<file path="src/rtl/dct_pkg.sv">
`default_nettype none
// ============================================================================
// Module   : dct_pkg
// Brief    : Shared defaults and FSM state encoding for the DCT MAC sequencer.
// Revision : 1.0
// ============================================================================
package dct_pkg;

    localparam int DEF_N_TAPS = 8;
    localparam int DEF_DATA_W = 8;
    localparam int DEF_ACC_W  = 24;
    localparam int DEF_OUT_W  = 12;
    localparam int DEF_SHIFT  = 11;

    typedef enum logic [1:0] {
        ST_IDLE  = 2'd0,
        ST_ACCUM = 2'd1,
        ST_DRAIN = 2'd2,
        ST_OUT   = 2'd3
    } state_t;

endpackage : dct_pkg
`default_nettype wire

</file>
<file path="src/rtl/dct_mac_scale.sv">
`default_nettype none
// ============================================================================
// Module   : dct_mac_scale
// Brief    : Combinational arithmetic shift (optionally round-half-up when
//            DCT_MAC_ROUND_EN is defined) and saturation of the accumulator.
// Revision : 1.0
// ============================================================================
module dct_mac_scale #(
    parameter int ACC_W = 24,
    parameter int OUT_W = 12,
    parameter int SHIFT = 11
) (
    input  logic [ACC_W-1:0] acc,
    output logic [OUT_W-1:0] scaled
);

    // Clamp bounds expressed at ACC_W+1 bits so they compare directly with the shifted value.
    localparam logic signed [ACC_W:0] c_max = {{(ACC_W+2-OUT_W){1'b0}}, {(OUT_W-1){1'b1}}};
    localparam logic signed [ACC_W:0] c_min = {{(ACC_W+2-OUT_W){1'b1}}, {(OUT_W-1){1'b0}}};

    logic signed [ACC_W:0] w_ext;
    logic signed [ACC_W:0] w_sh;

    assign w_ext = {acc[ACC_W-1], acc};

`ifdef DCT_MAC_ROUND_EN
    localparam logic signed [ACC_W:0] c_half = {{ACC_W{1'b0}}, 1'b1} << (SHIFT-1);
    logic signed [ACC_W:0] w_sum;
    assign w_sum = w_ext + c_half;
    assign w_sh  = w_sum >>> SHIFT;
`else
    assign w_sh  = w_ext >>> SHIFT;
`endif

    always_comb begin
        scaled = w_sh[OUT_W-1:0];
        if (w_sh > c_max) begin
            scaled = c_max[OUT_W-1:0];
        end else if (w_sh < c_min) begin
            scaled = c_min[OUT_W-1:0];
        end
    end

endmodule : dct_mac_scale
`default_nettype wire

</file>
<file path="src/rtl/dct_mac_seq.sv">
`default_nettype none
// ============================================================================
// Module   : dct_mac_seq
// Brief    : Sequences N_TAPS sample beats into an external MAC, waits out the
//            MAC latency, then presents the scaled result with valid/ready.
//            Optional rounding: define DCT_MAC_ROUND_EN.
// Revision : 1.0
// ============================================================================
module dct_mac_seq
    import dct_pkg::*;
#(
    parameter int N_TAPS  = DEF_N_TAPS,
    parameter int DATA_W  = DEF_DATA_W,
    parameter int ACC_W   = DEF_ACC_W,
    parameter int OUT_W   = DEF_OUT_W,
    parameter int SHIFT   = DEF_SHIFT,
    parameter int MAC_LAT = 2
) (
    input  logic                      clk,
    input  logic                      rst,
    input  logic                      in_valid,
    output logic                      in_ready,
    input  logic [DATA_W-1:0]         in_data,
    output logic                      mac_en,
    output logic                      mac_clr,
    output logic [DATA_W-1:0]         mac_a,
    output logic [$clog2(N_TAPS)-1:0] mac_coef_idx,
    input  logic [ACC_W-1:0]          mac_acc,
    output logic                      out_valid,
    input  logic                      out_ready,
    output logic [OUT_W-1:0]          out_data,
    output logic                      busy
);

    localparam int CNT_W = $clog2(N_TAPS);
    localparam logic [CNT_W-1:0] c_last_tap   = CNT_W'(N_TAPS - 1);
    localparam logic [2:0]       c_last_drain = 3'(MAC_LAT - 1);

    state_t            r_state;
    logic [CNT_W-1:0]  r_cnt;
    logic [2:0]        r_drain;
    logic              r_out_valid;
    logic [OUT_W-1:0]  r_out_data;
    logic              w_accept;
    logic [OUT_W-1:0]  w_scaled;

    // Forcing in_ready low under reset keeps the MAC untouched during reset.
    assign in_ready     = !rst && ((r_state == ST_IDLE) || (r_state == ST_ACCUM));
    assign w_accept     = in_valid && in_ready;
    assign mac_en       = w_accept;
    assign mac_clr      = w_accept && (r_cnt == '0);
    assign mac_a        = in_data;
    assign mac_coef_idx = r_cnt;
    assign out_valid    = r_out_valid && !rst;
    assign out_data     = r_out_data;
    assign busy         = !rst && (r_state != ST_IDLE);

    dct_mac_scale #(
        .ACC_W (ACC_W),
        .OUT_W (OUT_W),
        .SHIFT (SHIFT)
    ) u_scale (
        .acc    (mac_acc),
        .scaled (w_scaled)
    );

    always_ff @(posedge clk) begin
        if (rst) begin
            r_state     <= ST_IDLE;
            r_cnt       <= '0;
            r_drain     <= '0;
            r_out_valid <= 1'b0;
            r_out_data  <= '0;
        end else begin
            case (r_state)
                ST_IDLE, ST_ACCUM: begin
                    if (w_accept) begin
                        if (r_cnt == c_last_tap) begin
                            r_cnt   <= '0;
                            r_drain <= '0;
                            r_state <= ST_DRAIN;
                        end else begin
                            r_cnt   <= r_cnt + 1'b1;
                            r_state <= ST_ACCUM;
                        end
                    end
                end
                ST_DRAIN: begin
                    // The last product lands in mac_acc after MAC_LAT cycles; capture it then.
                    if (r_drain == c_last_drain) begin
                        r_out_data  <= w_scaled;
                        r_out_valid <= 1'b1;
                        r_state     <= ST_OUT;
                    end else begin
                        r_drain <= r_drain + 1'b1;
                    end
                end
                ST_OUT: begin
                    if (out_ready) begin
                        r_out_valid <= 1'b0;
                        r_state     <= ST_IDLE;
                    end
                end
                default: r_state <= ST_IDLE;
            endcase
        end
    end

endmodule : dct_mac_seq
`default_nettype wire

</file>
<file path="config.mk">
export PLATFORM = sky130hd
export DESIGN_NAME = dct_mac_seq
export DESIGN_NICKNAME = d
export VERILOG_FILES = /design/src/rtl/dct_pkg.sv /design/src/rtl/dct_mac_scale.sv /design/src/rtl/dct_mac_seq.sv
export SDC_FILE = /design/constraint.sdc
export NUM_CORES = 1
export LEC_CHECK = 0
export CAP_MARGIN = 20
export CORE_ASPECT_RATIO = 0.6
export CORE_UTILIZATION = 36
export CTS_BUF_LIST = sky130_fd_sc_hd__clkbuf_16
export CTS_CLUSTER_SIZE = 10
export DETAILED_ROUTE_END_ITERATION = 7
export GPL_ROUTABILITY_DRIVEN = 0
export PLACE_DENSITY = 0.86
export SLEW_MARGIN = 20
export SYNTH_ARGS = -nofsm -noshare
export SYNTH_HDL_FRONTEND = slang
export SYNTH_SLANG_ARGS = --single-unit
</file>
<file path="constraint.sdc">
create_clock -name clk -period 1.7 [get_ports clk]
set_input_delay 0.17 -clock clk [delete_from_list [all_inputs] [get_ports clk]]
set_output_delay 0.17 -clock clk [all_outputs]
set_load 0.005 [all_outputs]
</file>
* Yosys cells after proc, flatten, opt, wreduce, memory -nomap -nowiden *
Index checks and enable logic that the tools add are counted.
W data, S select, Z words.

operators by class
  multipliers = 0
  reductions and logical operators = 18
  eq/ne operators = 10
  shift operators = 0
  add/sub/neg operators = 2
  div/mod/pow operators = 0
  multiplexer cells = 15
  order comparisons = 2
  bitwise gates (word level) = 0

operators by type and width
  cell                    count
  $mux W12                2
  $gt A13 B12 Y1 const B  1
  $lt A13 B12 Y1 const B  1
  $mux W3                 4
  $ne A2 B2 Y1 const B    5
  $mux W2                 4
  $add A3 B1 Y3 const B   2
  $pmux W2 S3             1
  $pmux W3 S2             1
  $reduce_and A3 Y1       2
  $reduce_bool A2 Y1      3
  $logic_and A1 B1 Y1     5
  $eq A2 B2 Y1 const B    2
  $reduce_and A2 Y1       2
  $reduce_and A4 Y1       1
  $eq A3 B1 Y1 const B    1
  $eq A3 B3 Y1 const B    1
  $logic_not A3 Y1        1
  $eq A2 B1 Y1 const B    1
  $logic_not A2 Y1        1
  $mux W1                 2
  $pmux W1 S2             1
  $reduce_or A2 Y1        1
  $logic_not A1 Y1        1
  $logic_or A1 B1 Y1      1

storage, ports and cells
  memory bits (writable) = 0
  bits in read-only memories = 0
  output and inout port bits = 28
  register bits = 21
  memories kept = 0
  bits in latches = 0
  input bits = 36

* Depth between registers and ports, before layout *
Gate-level depths: netlist of the first run.

  depth after elaboration = 6
  gate-level depth with buffers = 6
  depth with buffers taken out = 5

* By module *
Synthesis of the first run repeated with hierarchy kept, for this count alone.

unflattened totals
  cell total of the unflattened synthesis = 155
  area total of the unflattened synthesis = 1179.9 µm²

modules (own cells, without submodules)
  module         cells each  area each (µm²)  instances
  dct_mac_seq    118         955.9            1
  dct_mac_scale  37          224.0            1

* Least setup slack after synthesis of the first run *
No wires, ideal clock.

  path kind = register -> register
  from = reg r_drain[1]
  to = reg r_drain[1]
  stages on the path, launching flop included = 5
  setup time = 0.074 ns
  arrival = 1.165 ns
  clock period less this slack = 1.239 ns
  slack = 0.461 ns
  path through = dfxtp_1 > inv_1 > ha_1 > or4_1 > o21ai_0

between the ends
  cells in the longest elaborated chain, start to end = 3
  elaborated cells on any way between the ends = 6

ends and longest elaborated chain
  what                                                     RTL line                              text
  start: declaration                                       dct_mac_seq.sv:41                     logic [2:0] r_drain;
  start signal: assignment                                 dct_mac_seq.sv:95                     r_drain <= r_drain + 1'b1;
  $add A3 B1 Y3 / $eq A3 B1 Y1 (equally long branches)     dct_mac_seq.sv:95, dct_mac_seq.sv:90
  $mux W3 / $ne A2 B2 Y1 (equally long branches)           -
  $pmux W3 S2 / $reduce_and A4 Y1 (equally long branches)  -

Parallel ways exist; a longest one is shown, timed or not. The select of a mux whose other input is x is not followed.
A chain may end at the register's enable or synchronous reset.

* Worst setup path in the final report of the first run *
  from = reg r_state[1]
  to = out mac_en

between the ends
  cells in the longest elaborated chain, start to end = 4
  elaborated cells on any way between the ends = 5

ends and longest elaborated chain
  what                                                     RTL line           text
  start: declaration                                       dct_mac_seq.sv:39  state_t r_state;
  start signal: assignment                                 dct_mac_seq.sv:69  r_state <= ST_IDLE;
  start signal: assignment                                 dct_mac_seq.sv:81  r_state <= ST_DRAIN;
  start signal: assignment                                 dct_mac_seq.sv:84  r_state <= ST_ACCUM;
  $eq A2 B1 Y1 / $logic_not A2 Y1 (equally long branches)  dct_mac_seq.sv:48  assign in_ready = !rst && ((r_state == ST_IDLE) || (r_state == ST_ACCUM));
  $logic_or A1 B1 Y1 *                                     dct_mac_seq.sv:48
  $logic_and A1 B1 Y1 *                                    dct_mac_seq.sv:48
  $logic_and A1 B1 Y1 *                                    dct_mac_seq.sv:49  assign w_accept = in_valid && in_ready;
  end: declaration                                         dct_mac_seq.sv:24  output logic mac_en,

Mark *: on every way between the ends. The rest lies on a longest branch, timed or not.

==> summary.md, run 1 <==
| Metric | Value |
|---|---|
| Die height | `43.53 um` |
| Fraction of layout cells with a size suffix above 1 | `0.07895` |
| Worst path arrival time | `1.45 ns` |
| Row Count | `14` |
| CP Cell Sequence | `nand2b_1, buf_4, nor2_1, clkdlybuf4s50_1` |
| Yosys Warn Count | `0` |
| Worst path max stage delay | `0.50 ns` |
| Max clock buf depth | `2` |
| Yosys reg bits | `21` |
| Most numerous cell in the Yosys netlist | `dfxtp_1` |
| Die Width | `71.22 um` |
| Synth cell types | `26` |
| Crit-path max FO | `3` |
| Tmin final | `1.621 ns` |
| Initial Util | `0.3965` |
| Main synth FF type | `dfxtp_1` |
| Largest net degree at the start of global routing | `14` |
| Clk_lat worst skew | `0.26 ns` |
| Syn nets | `163` |
| WHS Path Cells | `3` |
| Fin. max-slew vios | `0` |
| Layer with the highest usage | `met2` |
| Root Driver | `clkbuf_16` |
| Global-route wire length before repair | `4112 um` |
| CTS clk-pin slew, worst paths | `0.05 ns` |
| Hold crit path type | `in -> reg` |
| Post-synth EDFFs | `0` |
| Failing checks | `DRC` |
| Leakage | `0.5586 nW` |
| Post-route DRC | `2` |
| Core Footprint | `2610 um^2` |
| Peak supply drop | `0.5930 mV` |
| List of most frequent post-synthesis cells | `dfxtp_1, nor2_1, nor3_1, a211oi_1, buf_4` |
| Worst r2r dst | `r_drain[1]$_SDFFE_PP0P_` |
| CTS tree | `yes` |
| R2r worst-path depth | `5` |
| Port bufs | `36` |
| Iteration count of the initial detailed-routing pass | `6` |
| Critical path required time | `1.53 ns` |
| Worst R2R Start | `r_drain[1]$_SDFFE_PP0P_` |
| PD cells | `763.3 nW/um^2` |
| Critical path buffer and inverter count | `2` |
| Top area cells in the synthesized netlist | `dfxtp_1, a211oi_1, buf_4, nor2_1, nor3_1` |
| Clock H-tree levels | `1` |
| WS Path Type | `reg -> out` |
| Slowest library cell on the worst path | `clkdlybuf4s50_1` |
| Slew headroom | `0.5144` |
| Vias in the first global route | `916` |
| Max capacitance violation total | `0` |
| Met1 Use GR | `0.2009` |
| Mean Syn Cell Area | `8.481 um^2` |
| Worst setup SP type | `flip-flop` |
| Initial antenna violation count | `0` |
| Yosys top cell by area | `dfxtp_1` |
| Final setup vio count | `0` |
| CP top delay family | `buffers and inverters` |
| Wire per inst | `13.85 um` |
| Worst Tran Pin Value | `0.7269 ns` |
| GRT Overall Usage | `0.1776` |
| Setup TNS Final | `0 ns` |
| Final core utilization | `0.5609` |
| Worst setup EP type | `output port` |
| Iter 0 DRT Violations | `34` |
| Syn Inst Count | `122` |
| Fillcell total | `206` |
| Hold_ws | `0.3033 ns` |
| Final WL | `2548 um` |
| Sequential area share after synthesis | `0.4063` |
| Met2 Use GR | `0.3029` |
| Routed vias/inst | `5.190` |
| Fin crit share | `0.9534` |
| Final Skew | `0.005738 ns` |
| Synthesis-to-finish area growth | `41.47%` |
| Outcome | `complete, but fails checks` |
| Final antenna-violating net count | `0` |
| Via count | `955` |
| R2R setup slack | `0.30 ns` |
| Hold Vio Cnt, Final | `0` |
| FFs w/ async S/R, synth | `0` |
| Die ar. | `3100 um^2` |
| Top cell type's share of synthesized area | `0.4063` |
| Layout net count | `194` |
| Hold path startpoint | `in_valid` |
| Inserted Clock Buffers | `3` |
| Post-CTS Setup Bufs | `0` |
| Maximum clock rate | `0.6170 GHz` |
| Sink Count | `21` |
| I/O pin count | `64` |
| Met3 Usage GRT | `0.06744` |
| Total grt overflow | `0` |
| # diodes | `0` |
| Pwr Total | `1.117 mW` |
| Unrepaired setup endpoints after global routing | `no` |
| DP HPWL | `1861 um` |
| Netlist Area Pre-Place | `1035 um^2` |
| Worst Hold End | `r_state[1]$_SDFFE_PP0P_` |
==> power breakdown <==
part / total (mW) / switching [mW] / internal (mW)
sequential: 0.506 / 0.00803 / 0.498
clock: 0.499 / 0.183 / 0.316
combinational: 0.112 / 0.0443 / 0.0676
total: 1.12 / 0.236 / 0.882
==> cell families (layout without fill, tap and decap cells) <==
kind of cell | Yosys count | after routing | synth area share
fa+ha+maj | 5 | 5 | 0.06046
mux | 1 | 1 | 0.009674
simple gates | 52 | 52 | 0.2660
compound gates | 24 | 24 | 0.1475
buf+inv | 19 | 49 | 0.1100
flops | 21 | 21 | 0.4063
==> tightest hold or removal path, stage by stage <==
cell and delay [ns]:
dlymetal6s2s_1 0.12, a21oi_1 0.08, nor3_1 0.13
==> worst max path at each step <==
stage | startpoint | to | slack (ns) | cells after the start
2_1_floorplan | r_drain[1]$_SDFFE_PP0P_ | r_drain[1]$_SDFFE_PP0P_ | 0.46 | 4
3_3_place_gp | in_valid | mac_clr | -0.08 | 4
3_5_place_dp | in_valid | mac_clr | -0.11 | 4
4_1_cts | in_valid | mac_en | 0.01 | 5
5_1_grt | r_state[1]$_SDFFE_PP0P_ | mac_en | 0.02 | 4
6_report | r_state[1]$_SDFFE_PP0P_ | mac_en | 0.08 | 4
==> layout by cell type (no fill, tap or decap), drive strengths merged <==
cell type	count
nand2	5
nand3b	1
nor2	18
nand4bb	1
clkinv	1
clkdlybuf4s50	33
dlygate4sd2	1
ha	5
and4bb	1
a21o	1
nor2b	4
nand2b	3
or3	1
a211oi	12
o21ai	4
dfxtp	21
nor4b	1
mux2i	1
dlymetal6s2s	2
inv	4
clkbuf	3
a21oi	7
nand3	1
or4	2
and3	1
buf	5
nor3	13
==> layout make-up <==
cell class | count | area, um^2 | share of cell area
Clock buffer | 3 | 75.07 | 0.05128
Timing Repair Buffer | 41 | 401.6 | 0.2744
Clock inverter | 1 | 5.005 | 0.003419
Sequential cell | 21 | 420.4 | 0.2872
Inverter | 4 | 15.01 | 0.01026
Tap cell | 32 | 40.04 | 0.02735
Multi-Input combinational cell | 82 | 506.7 | 0.3462
==> flip-flops by register name (all words and copies together) (netlist names) <==
signal / cells
r_state: 2
mac_coef_idx: 3
r_drain: 3
r_out_valid: 1
out_data: 12
==> stage by stage <==
step | setup WS, ns | std cells | instance area, um^2
after floorplan | 0.4606 | 122 | 1035
after global placement | -0.07944 | 180 | 1374
after detailed placement | -0.1127 | 180 | 1374
after CTS | 0.01333 | 184 | 1459
after global routing | 0.02401 | 184 | 1464
final | 0.07915 | 184 | 1464
==> repair_timing <==
action                     4_1_cts  5_1_grt
hold buffers                     0        0
setup endpoints to repair        1        2
resized for setup                2        2
cloned                           0        0
==> layer usage <==
layer / routed length (um) / share of wire
met5: 0 / 0
met4: 48 / 0.019
met3: 141 / 0.055
met2: 1217 / 0.48
met1: 1140 / 0.45
Power figures use the tool's default switching activity.
==> inputs of run 2 (changes only) <==
--- a/config.mk
+++ b/config.mk
@@ -7,11 +7,11 @@
 export LEC_CHECK = 0
 export CAP_MARGIN = 20
 export CORE_ASPECT_RATIO = 0.6
+export CORE_MARGIN = 4
 export CORE_UTILIZATION = 36
 export CTS_BUF_LIST = sky130_fd_sc_hd__clkbuf_16
 export CTS_CLUSTER_SIZE = 10
 export DETAILED_ROUTE_END_ITERATION = 7
-export GPL_ROUTABILITY_DRIVEN = 0
 export PLACE_DENSITY = 0.86
 export SLEW_MARGIN = 20
 export SYNTH_ARGS = -nofsm -noshare
==> run 2 against run 1 <==
Wire length rose by 9.9%. Sequential power hardly changed. Clock power is 1% lower. The run now ends clean. Critical path type is now in -> out. Via count is 2.8% higher. Largest power group unchanged. Highest routed layer unchanged. Non-clock buffer count grew 1. Largest cell class unchanged. Global-route usage decreased by 3.1 points. Register-to-register slack got worse by 0.07 ns. Sequential share of layout area is 0.098 points higher.
==> summary.md, run 2 (synthesis gave the netlist of run 1 again) <==
| Metric | Value |
|---|---|
| Outcome | `finished clean` |
| Die height | `49.53 um` |
| Peak supply drop | `0.5139 mV` |
| Crit-path max FO | `3` |
| Most frequent cells in the layout | `clkdlybuf4s50_1, dfxtp_1, nor2_1, nor3_1, a211oi_1` |
| Root Driver | `clkbuf_16` |
| Hold Vio Cnt, Final | `0` |
| I/O pin count | `64` |
| Placed Cells incl. Taps | `181` |
| Row Count | `14` |
| Die ar. | `3824 um^2` |
| Max clock buf depth | `2` |
| Vias in the first global route | `946` |
| Post-route DRC | `0` |
| Global-route wire length before repair | `4429 um` |
| Final GP Congestion | `0.8159` |
| Core Footprint | `2628 um^2` |
| Largest net degree at the start of global routing | `14` |
| Dpl cell area | `1381 um^2` |
| Max capacitance violation total | `0` |
| Via count | `982` |
| Critical path required time | `1.53 ns` |
| Slew headroom | `0.4964` |
| Setup crit end | `mac_en` |
| Worst setup SP type | `input pin` |
| R2r worst-path depth | `5` |
| Routed vias/inst | `5.308` |
| Iteration count of the initial detailed-routing pass | `4` |
| Final cell count without fillers | `185` |
| Hold crit path type | `in -> out` |
| Design area | `1459 um^2` |
| CP Launch Point | `in_valid` |
| Worst setup EP type | `output port` |
| Final antenna-violating net count | `0` |
| Commonest non-fill, non-tap cell in the layout | `clkdlybuf4s50_1` |
| Sink Count | `21` |
| Max reg flops | `12` |
| Setup TNS Final | `0 ns` |
| Synthesis-to-finish area growth | `40.99%` |
| Clock H-tree levels | `1` |
| Clk_lat worst skew | `0.25 ns` |
| Tmin final | `1.621 ns` |
| Total grt overflow | `0` |
| Layout net count | `195` |
| Worst Tran Pin Value | `0.7539 ns` |
| # diodes | `0` |
| R2R setup slack | `0.23 ns` |
| Iter 0 DRT Violations | `35` |
| Inserted Clock Buffers | `3` |
| WS Path Type | `in -> out` |
| Initial Util | `0.3938` |
| Final WL | `2801 um` |
| Fraction of layout cells with a size suffix above 1 | `0.07190` |
| Fin crit share | `0.9536` |
| Maximum clock rate | `0.6168 GHz` |
| Final Skew | `0.001355 ns` |
| Worst r2r dst | `out_data[3]$_SDFFE_PP0P_` |
| Worst R2R Start | `r_drain[0]$_SDFFE_PP0P_` |
| Worst path arrival time | `1.45 ns` |
| Initial antenna violation count | `0` |
| Final setup vio count | `0` |
| DP HPWL | `2112 um` |
| PD cells | `762.7 nW/um^2` |
| GRT Overall Usage | `0.1469` |
| Post-CTS Setup Bufs | `0` |
| Die Width | `77.22 um` |
| Leakage | `0.5347 nW` |
| Fin. max-slew vios | `0` |
| Port bufs | `36` |
| Unrepaired setup endpoints after global routing | `no` |
| CTS tree | `yes` |
| Wire per inst | `15.14 um` |
-- run 2: cell count changes in the layout (fill, tap and decap cells not counted) --
cell and change:
nor4b_1 +1, buf_4 +1, clkinv_2 -1, dlymetal6s2s_1 -2, nor4b_2 -1, inv_1 +1, clkdlybuf4s50_1 +2
-- run 2: routing by layer --
layer  GRT usage  vias up  part of all wire
met3     0.04545        4             0.056
met4     0.03550        0             0.010
met1      0.1739      469              0.41
met2      0.2607       32              0.52
li1            -      477                 -
met5           0        -                 0
-- run 2: critical path, cell delays in order --
cell	delay (ns)
clkdlybuf4s50_1	0.48
nand2b_1	0.08
buf_4	0.15
nor2_1	0.07
clkdlybuf4s50_1	0.50
-- run 2: timing repair --
item	in CTS	in global routing
gates resized for setup	1	0
setup endpoints to repair	1	0
hold buffers	0	0
-- run 2: worst min path at each step --
stage | startpoint | endpoint | slack [ns] | depth (start not counted)
after global routing | in_data[3] | mac_a[3] | 0.34 | 0
after CTS | in_data[4] | mac_a[4] | 0.34 | 0
after global placement | in_data[4] | mac_a[4] | 0.34 | 0
final | in_data[1] | mac_a[1] | 0.34 | 0
after detailed placement | in_data[4] | mac_a[4] | 0.34 | 0
after floorplan | mac_acc[23] | out_data[11]$_SDFFE_PP0P_ | 0.31 | 2
-- run 2: per-stage QoR --
step / hold WS, ns / worst slack, ns / utilization / power (mW)
6_report: 0.3400 / 0.07880 / 0.5552 / 1.113
5_1_grt: 0.3400 / 0.004177 / 0.5552 / 1.140
4_1_cts: 0.3400 / 0.06440 / 0.5552 / 1.118
3_5_place_dp: 0.3400 / -0.01389 / 0.5257 / 0.6305
3_3_place_gp: 0.3400 / -0.03981 / 0.5257 / 0.6232
2_1_floorplan: 0.3060 / 0.4606 / - / 0.5691
-- run 2: layout make-up --
type                       instances  area, um^2
clock inverter                     1       3.754
inverter                           4       15.01
fill                             224        1169
sequential                        21       420.4
clock buffer                       3       75.07
tap                               32       40.04
multi-input combinational         82       500.5
timing repair buffer              42       404.1
-- run 2: where the power goes --
part	total [mW]	internal (mW)	switching [mW]
Sequential	0.506	0.498	0.00788
Clock	0.493	0.314	0.179
Combinational	0.114	0.0685	0.0452
